## config.mk

```make
export PLATFORM = sky130hd
export DESIGN_NAME = psel_bus_arbiter
export DESIGN_NICKNAME = d
export VERILOG_FILES = /design/src/rtl/psel_bus_arbiter.sv
export SDC_FILE = /design/constraint.sdc
export NUM_CORES = 1
export LEC_CHECK = 0
export CAP_MARGIN = 30
export CORE_ASPECT_RATIO = 0.75
export CORE_MARGIN = 3
export CORE_UTILIZATION = 41
export DETAILED_ROUTE_END_ITERATION = 7
export GPL_ROUTABILITY_DRIVEN = 0
export PLACE_DENSITY = 0.89
export SLEW_MARGIN = 20
export SYNTH_ARGS = -nofsm -noshare
export SYNTH_HDL_FRONTEND = slang
export SYNTH_SLANG_ARGS = --single-unit
```

## constraint.sdc

```tcl
create_clock -name clk -period 2.35 [get_ports clk]
set_input_delay 0.47 -clock clk [delete_from_list [all_inputs] [get_ports clk]]
set_output_delay 0.47 -clock clk [all_outputs]
set_load 0.02 [all_outputs]
```

## src/rtl/psel_bus_arbiter.sv

```systemverilog
// rtl/psel_bus_arbiter.sv - round-robin requester arbiter and SETUP/ACCESS sequencer for a two-target select bus (PSEL_TIMEOUT_EN adds the ACCESS abort)
module psel_bus_arbiter #(
  parameter int NREQ        = 4,
  parameter int DW          = 8,
  parameter int TIMEOUT_CYC = 16
) (
  input  logic              clk,
  input  logic              rst,
  input  logic [NREQ-1:0]   req,
  input  logic [NREQ-1:0]   req_tgt,
  input  logic [NREQ*DW-1:0] req_data,
  output logic [NREQ-1:0]   gnt,
  output logic              err,
  output logic [1:0]        pselx,
  output logic              penable,
  output logic [DW-1:0]     pdata,
  input  logic              pready,
  output logic              busy
);

  localparam int IW = (NREQ > 1) ? $clog2(NREQ) : 1;

  localparam logic [1:0] IDLE   = 2'd0;
  localparam logic [1:0] SETUP  = 2'd1;
  localparam logic [1:0] ACCESS = 2'd2;

  logic [1:0]      state_q, state_d;
  logic [IW-1:0]   ptr_q, ptr_d;
  logic [IW-1:0]   win_q, win_d;
  logic [1:0]      pselx_q, pselx_d;
  logic            penable_q, penable_d;
  logic [DW-1:0]   pdata_q, pdata_d;
  logic            busy_q, busy_d;
  logic [NREQ-1:0] gnt_q, gnt_d;

  logic            found;
  logic [IW-1:0]   win_idx;
  logic [IW-1:0]   ptr_next;
  logic            done;

`ifdef PSEL_TIMEOUT_EN
  localparam int CW = $clog2(TIMEOUT_CYC + 1);
  logic [CW-1:0]   cnt_q, cnt_d;
  logic            err_q, err_d;
  assign err = err_q;
`else
  assign err = 1'b0;
`endif

  assign gnt     = gnt_q;
  assign pselx   = pselx_q;
  assign penable = penable_q;
  assign pdata   = pdata_q;
  assign busy    = busy_q;

  // Pointer moves one past the winner, wrapping at NREQ, so the winner goes last next round.
  assign ptr_next = (win_q == IW'(NREQ - 1)) ? '0 : win_q + 1'b1;

  // Pick the first requester at or above the pointer, wrapping around.
  always_comb begin
    int idx;
    idx     = 0;
    found   = 1'b0;
    win_idx = '0;
    for (int k = 0; k < NREQ; k++) begin
      idx = int'(ptr_q) + k;
      if (idx >= NREQ) idx = idx - NREQ;
      if (!found && req[IW'(idx)]) begin
        found   = 1'b1;
        win_idx = IW'(idx);
      end
    end
  end

  // Bus phase sequencing: IDLE latches a winner, SETUP selects, ACCESS strobes until pready (or abort).
  always_comb begin
    state_d   = state_q;
    ptr_d     = ptr_q;
    win_d     = win_q;
    pselx_d   = pselx_q;
    penable_d = penable_q;
    pdata_d   = pdata_q;
    busy_d    = busy_q;
    gnt_d     = '0;
    done      = 1'b0;
`ifdef PSEL_TIMEOUT_EN
    cnt_d     = cnt_q;
    err_d     = 1'b0;
`endif
    case (state_q)
      IDLE: begin
        if (found) begin
          win_d   = win_idx;
          pselx_d = req_tgt[win_idx] ? 2'b10 : 2'b01;
          pdata_d = req_data[int'(win_idx)*DW +: DW];
          busy_d  = 1'b1;
          state_d = SETUP;
        end
      end
      SETUP: begin
        penable_d = 1'b1;
        state_d   = ACCESS;
`ifdef PSEL_TIMEOUT_EN
        cnt_d     = '0;
`endif
      end
      ACCESS: begin
        if (pready) begin
          done = 1'b1;
        end
`ifdef PSEL_TIMEOUT_EN
        else if (cnt_q == CW'(TIMEOUT_CYC - 1)) begin
          // Limit reached on this wait cycle: abort with an error-flagged grant.
          done  = 1'b1;
          err_d = 1'b1;
        end else begin
          cnt_d = cnt_q + 1'b1;
        end
`endif
      end
      default: state_d = IDLE;
    endcase
    if (done) begin
      gnt_d[win_q] = 1'b1;
      pselx_d      = 2'b00;
      penable_d    = 1'b0;
      busy_d       = 1'b0;
      ptr_d        = ptr_next;
      state_d      = IDLE;
    end
  end

  // State and registered outputs; reset returns the bus to idle at once with no grant.
  always_ff @(posedge clk or posedge rst) begin
    if (rst) begin
      state_q   <= IDLE;
      ptr_q     <= '0;
      win_q     <= '0;
      pselx_q   <= 2'b00;
      penable_q <= 1'b0;
      pdata_q   <= '0;
      busy_q    <= 1'b0;
      gnt_q     <= '0;
`ifdef PSEL_TIMEOUT_EN
      cnt_q     <= '0;
      err_q     <= 1'b0;
`endif
    end else begin
      state_q   <= state_d;
      ptr_q     <= ptr_d;
      win_q     <= win_d;
      pselx_q   <= pselx_d;
      penable_q <= penable_d;
      pdata_q   <= pdata_d;
      busy_q    <= busy_d;
      gnt_q     <= gnt_d;
`ifdef PSEL_TIMEOUT_EN
      cnt_q     <= cnt_d;
      err_q     <= err_d;
`endif
    end
  end

endmodule

```

==> impl_metrics.tcl, run 1 <==
set metrics [dict create \
    hold_ws_ps 492 \
    finalHoldViolCount 0 \
    hold_class "reg -> reg" \
    grt_overflow 0 \
    post_cts_buffers 0 \
    status "completed" \
    internal_power_mw 1.29 \
    drv_cap 0 \
    initial_core_util_pct 45.8 \
    worst_pin_slew_ps 817 \
    crit_type "in -> reg" \
    min_to "pdata[3]" \
    p_sw_share_pct 39.6 \
    die_h_um 54.3 \
    startpoint_type "primary input" \
    post-route-util_pct 70.7 \
    syn_area_per_cell_um2 10.9 \
    cts-root-buf "clkbuf_8" \
    place_hpwl_mm 2.67 \
    fin_skew_ps 1.10 \
    dieWidth_um 70.4 \
    grt_pass1_wl_mm 5.64 \
    grt_max_degree 23 \
    yosys.area.top_type_share_pct 43.2 \
    p_sw_uw 848 \
    clock_sinks 22 \
    worstHoldPathCells 2 \
    die_area_um2 3820 \
    r2r_start "state_q[0]" \
    p_seq_share_pct 30.8 \
    first_pass_iters 4 \
    antennaDiodeCount 0 \
    htreeDepth 1 \
    routed_wl_mm 3.32 \
    synthDistinctLibCells 40 \
    yosys-top-cells-area "dfrtp_1 43%, mux2i_1 13%, o221ai_1 6.2%" \
    ir_drop_mv 0.467 \
    final_cells 216 \
    finalSetupViolCount 0 \
    remaining_drc_errors 0 \
    rows 16 \
    synthArstFlopShare_pct 100 \
    grt_pass1_vias 1194 \
    p_total_mw 2.14 \
    r2r-end "pselx[0]" \
    vias 1155 \
    clk_pin_slew_worst_paths_ps 80 \
    reg2reg_slack_ps 610 \
    design.core.area_um2 2780 \
    clock_path_buffers 2 \
    cts_resized 0 \
    final_net_count 228 \
    yosysMostFrequentCell "dfrtp_1" \
    area_growth_syn_to_layout_pct 54.4 \
    power_frac_comb_pct 56.7 \
    io_buffer_count 58 \
    drtIter0Drc 87 \
    postRouteAntennaNets 0 \
    fin_crit_sh_pct 90.2 \
    cp.required_ps 2530 \
    synthTopCellsByCount "22 x dfrtp_1, 17 x nand2_1, 16 x mux2i_1" \
    post-place-cells 212 \
    synth-seq-area-share_pct 43.2 \
    cts_tree "built" \
    ys.flop_type "dfrtp_1" \
    min_period_ps 2120 \
    cp_data_arrival_time_ps 2300 \
    syn-instance-count 117 \
    synth_area_um2 1270 \
    drv_slew 0 \
    end_kind "register" \
    wl_per_cell_um 15.4 \
    track_usage_pct 19.0 \
    worstSkewPairLatency_ps 260 \
    io-pin-count 60 \
    power.share.clock_pct 12.5 \
    post-synth-top-area-cell "dfrtp_1" \
    yosysWarnings 0 \
    rsz0062_at_grt "false" \
    path_max_fanout 10 \
    n_fill_cell 208 \
    syn_nets 164 \
    min_from "pdata[3]" \
    hold_buffers 0 \
    ys_seq_elements 22 \
    drive_gt1_share_pct 11.7 \
    fmax_mhz 472 \
    powerDensity_nw_per_um2 1090 \
    antenna_found_initial 0 \
    cts_buffers 3 \
    slew_headroom_pct 45.5 \
    rr_worst_depth 4 \
    vias_per_cell 5.35 \
    p_leak_nw 0.897 \
    synth-edff-count 0 \
]
## cell families after synthesis
group / after synthesis / share of synthesized area (%)
other: 1 / 0.294
AND/OR/NAND/NOR: 41 / 21.3
AO/OA/AOI/OAI: 22 / 13.5
flip-flops: 22 / 43.2
adder cells (fa/ha/maj): 4 / 3.93
multiplexers: 17 / 13.8
buffers and inverters: 10 / 4.03
## routing by layer
metal  global-route usage, %  wire length (um)  vias up
li1                        -                 -      548
met1                    22.9              1420      549
met2                    34.9              1590       56
met3                    3.49               283        2
met4                    6.69                27        0
met5                       0                 0        -
## sequential cells by signal, summed over array words and instances, names as in the netlist
name     flops
pselx        2
ptr_q        2
penable      1
gnt          4
win_q        2
state_q      2
busy         1
pdata        8
## worst max-delay path, stage by stage
cell	delay, ps
clkdlybuf4s50_1	560
nor4_1	80
or3_4	350
or3_1	550
nand3b_4	220
o211ai_2	60
## placed cells by master (no fill, tap or decap), types with 2 or more instances in the layout
cell type / synthesis / layout
clkdlybuf4s50_1: 0 / 58
dfrtp_1: 22 / 22
nand2_1: 17 / 17
mux2i_1: 16 / 16
o221ai_1: 9 / 9
buf_4: 1 / 6
inv_1: 5 / 5
o21ai_0: 5 / 5
and2_1: 4 / 4
ha_1: 4 / 4
clkbuf_8: 0 / 4
nor2b_1: 2 / 2
nor2_1: 2 / 2
## through the flow
| step | worst slack, ps | TNS (ps) | area, um2 |
|---|---|---|---|
| after detailed placement | -38.4 | -75.7 | 1910 |
| after global routing | 146 | 0 | 1970 |
| after CTS | 230 | 0 | 1970 |
| final | 231 | 0 | 1970 |
| after global placement | 34.2 | 0 | 1910 |
| after floorplan | 641 | 0 | 1270 |
## worst max-delay path by stage
stage	from	endpoint	slack, ps	cells after the start
after global placement	req[1]	pselx[0]	30	6
final	req[1]	pselx[0]	230	6
after floorplan	req[2]	pselx[1]	640	5
after CTS	req[1]	pselx[0]	230	6
after global routing	req[1]	pselx[0]	150	6
after detailed placement	req[1]	pselx[0]	-40	6
## power by group through the flow
stage          logic (mW)  registers (mW)  clock network, mW
2_1_floorplan       0.604           0.770                  0
3_3_place_gp         1.15           0.659                  0
3_5_place_dp         1.21           0.664                  0
4_1_cts              1.22           0.659              0.272
5_1_grt              1.32           0.679              0.283
6_report             1.21           0.659              0.268
## final cells by class
class	instances	area, um2	area share [%]
inverter	5	18.8	0.954
clock buffer	4	55.1	2.80
sequential	22	551	28.0
timing repair buffer	64	626	31.8
tap	36	45.0	2.29
multi-input combinational	85	672	34.2
Power figures use the tool's default switching activity.
==> run 2: changes to the inputs <==
- CORE_MARGIN: 3 -> 4
- CORE_UTILIZATION: 41 -> 44
- PLACE_DENSITY: 0.89 -> 0.94
- clock period: 2.35 -> 2.5 ns (I/O delays scaled with it)
==> run 2 against run 1 <==
Net effect: cell count decreased by 0.93%; via count increased by 0.35%; non-clock buffer count shrank 2; total power down 1.9%; cell area rose by 1.7%; worst hold slack lost 2.9 ps; critical path depth stayed put; flip-flop and latch count unchanged; combinational power shrank 6%; global-route usage shrank 0.12 points; critical path type unchanged; highest routed layer unchanged.
==> impl_metrics.tcl, run 2 (synthesized netlist as in run 1, its figures left out) <==
set metrics [dict create \
    post_cts_buffers 0 \
    wl_per_cell_um 17.2 \
    first_pass_iters 4 \
    worstSkewPairLatency_ps 270 \
    rows 16 \
    final_net_count 226 \
    vias 1159 \
    initial_core_util_pct 47.5 \
    io_buffer_count 58 \
    worst_slack_ps 356 \
    powerDensity_nw_per_um2 1050 \
    drive_gt1_share_pct 10.7 \
    crit_chain "clkdlybuf4s50_1, nor4_1, or3_4, or3_1, nand3b_4, o211ai_2" \
    p_leak_nw 0.908 \
    ir_drop_mv 0.458 \
    largest_reg_flops 8 \
    design_area_um2 2000 \
    end_kind "register" \
    status "completed" \
    rsz0062_at_grt "false" \
    dieWidth_um 70.1 \
    grt_max_degree 23 \
    postPlaceCellArea_um2 1900 \
    fin_skew_ps 1.56 \
    drtIter0Drc 45 \
    max_stage_delay_ps 560 \
    path_max_fanout 10 \
    finalHoldViolCount 0 \
    place_hpwl_mm 2.84 \
    cts_resized 0 \
    fmax_mhz 466 \
    io-pin-count 60 \
    die_area_um2 3830 \
    pre_cts_ws_ps 120 \
    drv_slew 0 \
    grt_overflow 0 \
    grt_pass1_vias 1156 \
    design.core.area_um2 2680 \
    drv_cap 0 \
    cp.required_ps 2700 \
    die_h_um 54.6 \
    fin_crit_sh_pct 85.8 \
    antenna_found_initial 0 \
    crit_type "in -> reg" \
    cp_data_arrival_time_ps 2340 \
    hold_buffers 0 \
    remaining_drc_errors 0 \
    clk_pin_slew_worst_paths_ps 80 \
    startpoint_type "primary input" \
    crit_buf_inv 1 \
    track_usage_pct 18.9 \
    finalSetupViolCount 0 \
    antennaDiodeCount 0 \
    hold_class "in -> async" \
    routed_wl_mm 3.68 \
    slowest_stage "clkdlybuf4s50_1" \
    grt_pass1_wl_mm 5.45 \
    htreeDepth 1 \
    vias_per_cell 5.42 \
    clock_path_buffers 2 \
    area_growth_syn_to_layout_pct 57.1 \
    postRouteAntennaNets 0 \
    worst_pin_slew_ps 609 \
    cts_tree "built" \
    n_fill_cell 179 \
    cts_buffers 3 \
    path_delay_family "simple AND/OR/NAND/NOR gates" \
    cts-root-buf "clkbuf_8" \
    min_period_ps 2140 \
    fin_tns_setup_ps 0 \
    slew_headroom_pct 59.3 \
    layout_commonest_cell "clkdlybuf4s50_1" \
    clock_sinks 22 \
    layout_common_cells "58 x clkdlybuf4s50_1, 22 x dfrtp_1, 17 x nand2_1" \
]
run 2: changes by cell type in the layout (fill, tap and decap cells not counted), sizes merged:
cell / change
buf: -2
bufinv: +1
clkbuf: -1
run 2: final timing paths:
path / startpoint / to / slack, ps / cells after the start
max in group asynchronous: rst / pdata[4] / 1640 / 3
worst min register to register: pdata[1] / pdata[1] / 490 / 2
min in group clk: pdata[1] / pdata[1] / 490 / 2
worst max-delay path: req[1] / pselx[0] / 360 / 6
worst min-delay path: rst / state_q[0] / 490 / 2
worst max register to register: ptr_q[0] / pselx[1] / 720 / 5
run 2: layer usage:
metal,GRT usage (%),share of wire (%),vias to the layer above
li1,-,-,545
met1,20.4,37,569
met2,36.4,57,37
met3,4.04,4.3,8
met4,9.24,1.5,0
met5,0,0,-
run 2: cell type report:
type | instances | area (um2) | share of cell area (%)
inverter | 5 | 18.8 | 0.938
multi-input combinational | 85 | 672 | 33.6
clock buffer | 3 | 41.3 | 2.06
tap | 36 | 45.0 | 2.25
sequential | 22 | 551 | 27.5
timing repair buffer | 62 | 643 | 32.1
clock inverter | 1 | 30.0 | 1.50
run 2: power by group:
| part | switching [mW] | leakage (nW) | internal, mW |
|---|---|---|---|
| combinational | 0.581 | 0.599 | 0.559 |
| sequential | 0.110 | 0.273 | 0.506 |
| clock | 0.129 | 0.0357 | 0.214 |
run 2: through the flow:
step / hold slack [ps] / power [mW] / util, % / cells
after floorplan: 486 / 1.29 / - / 117
after global placement: 459 / 1.69 / 70.9 / 209
after detailed placement: 472 / 1.75 / 70.9 / 209
after CTS: 493 / 2.10 / 73.6 / 213
after global routing: 494 / 2.21 / 74.6 / 214
final: 490 / 2.10 / 74.6 / 214
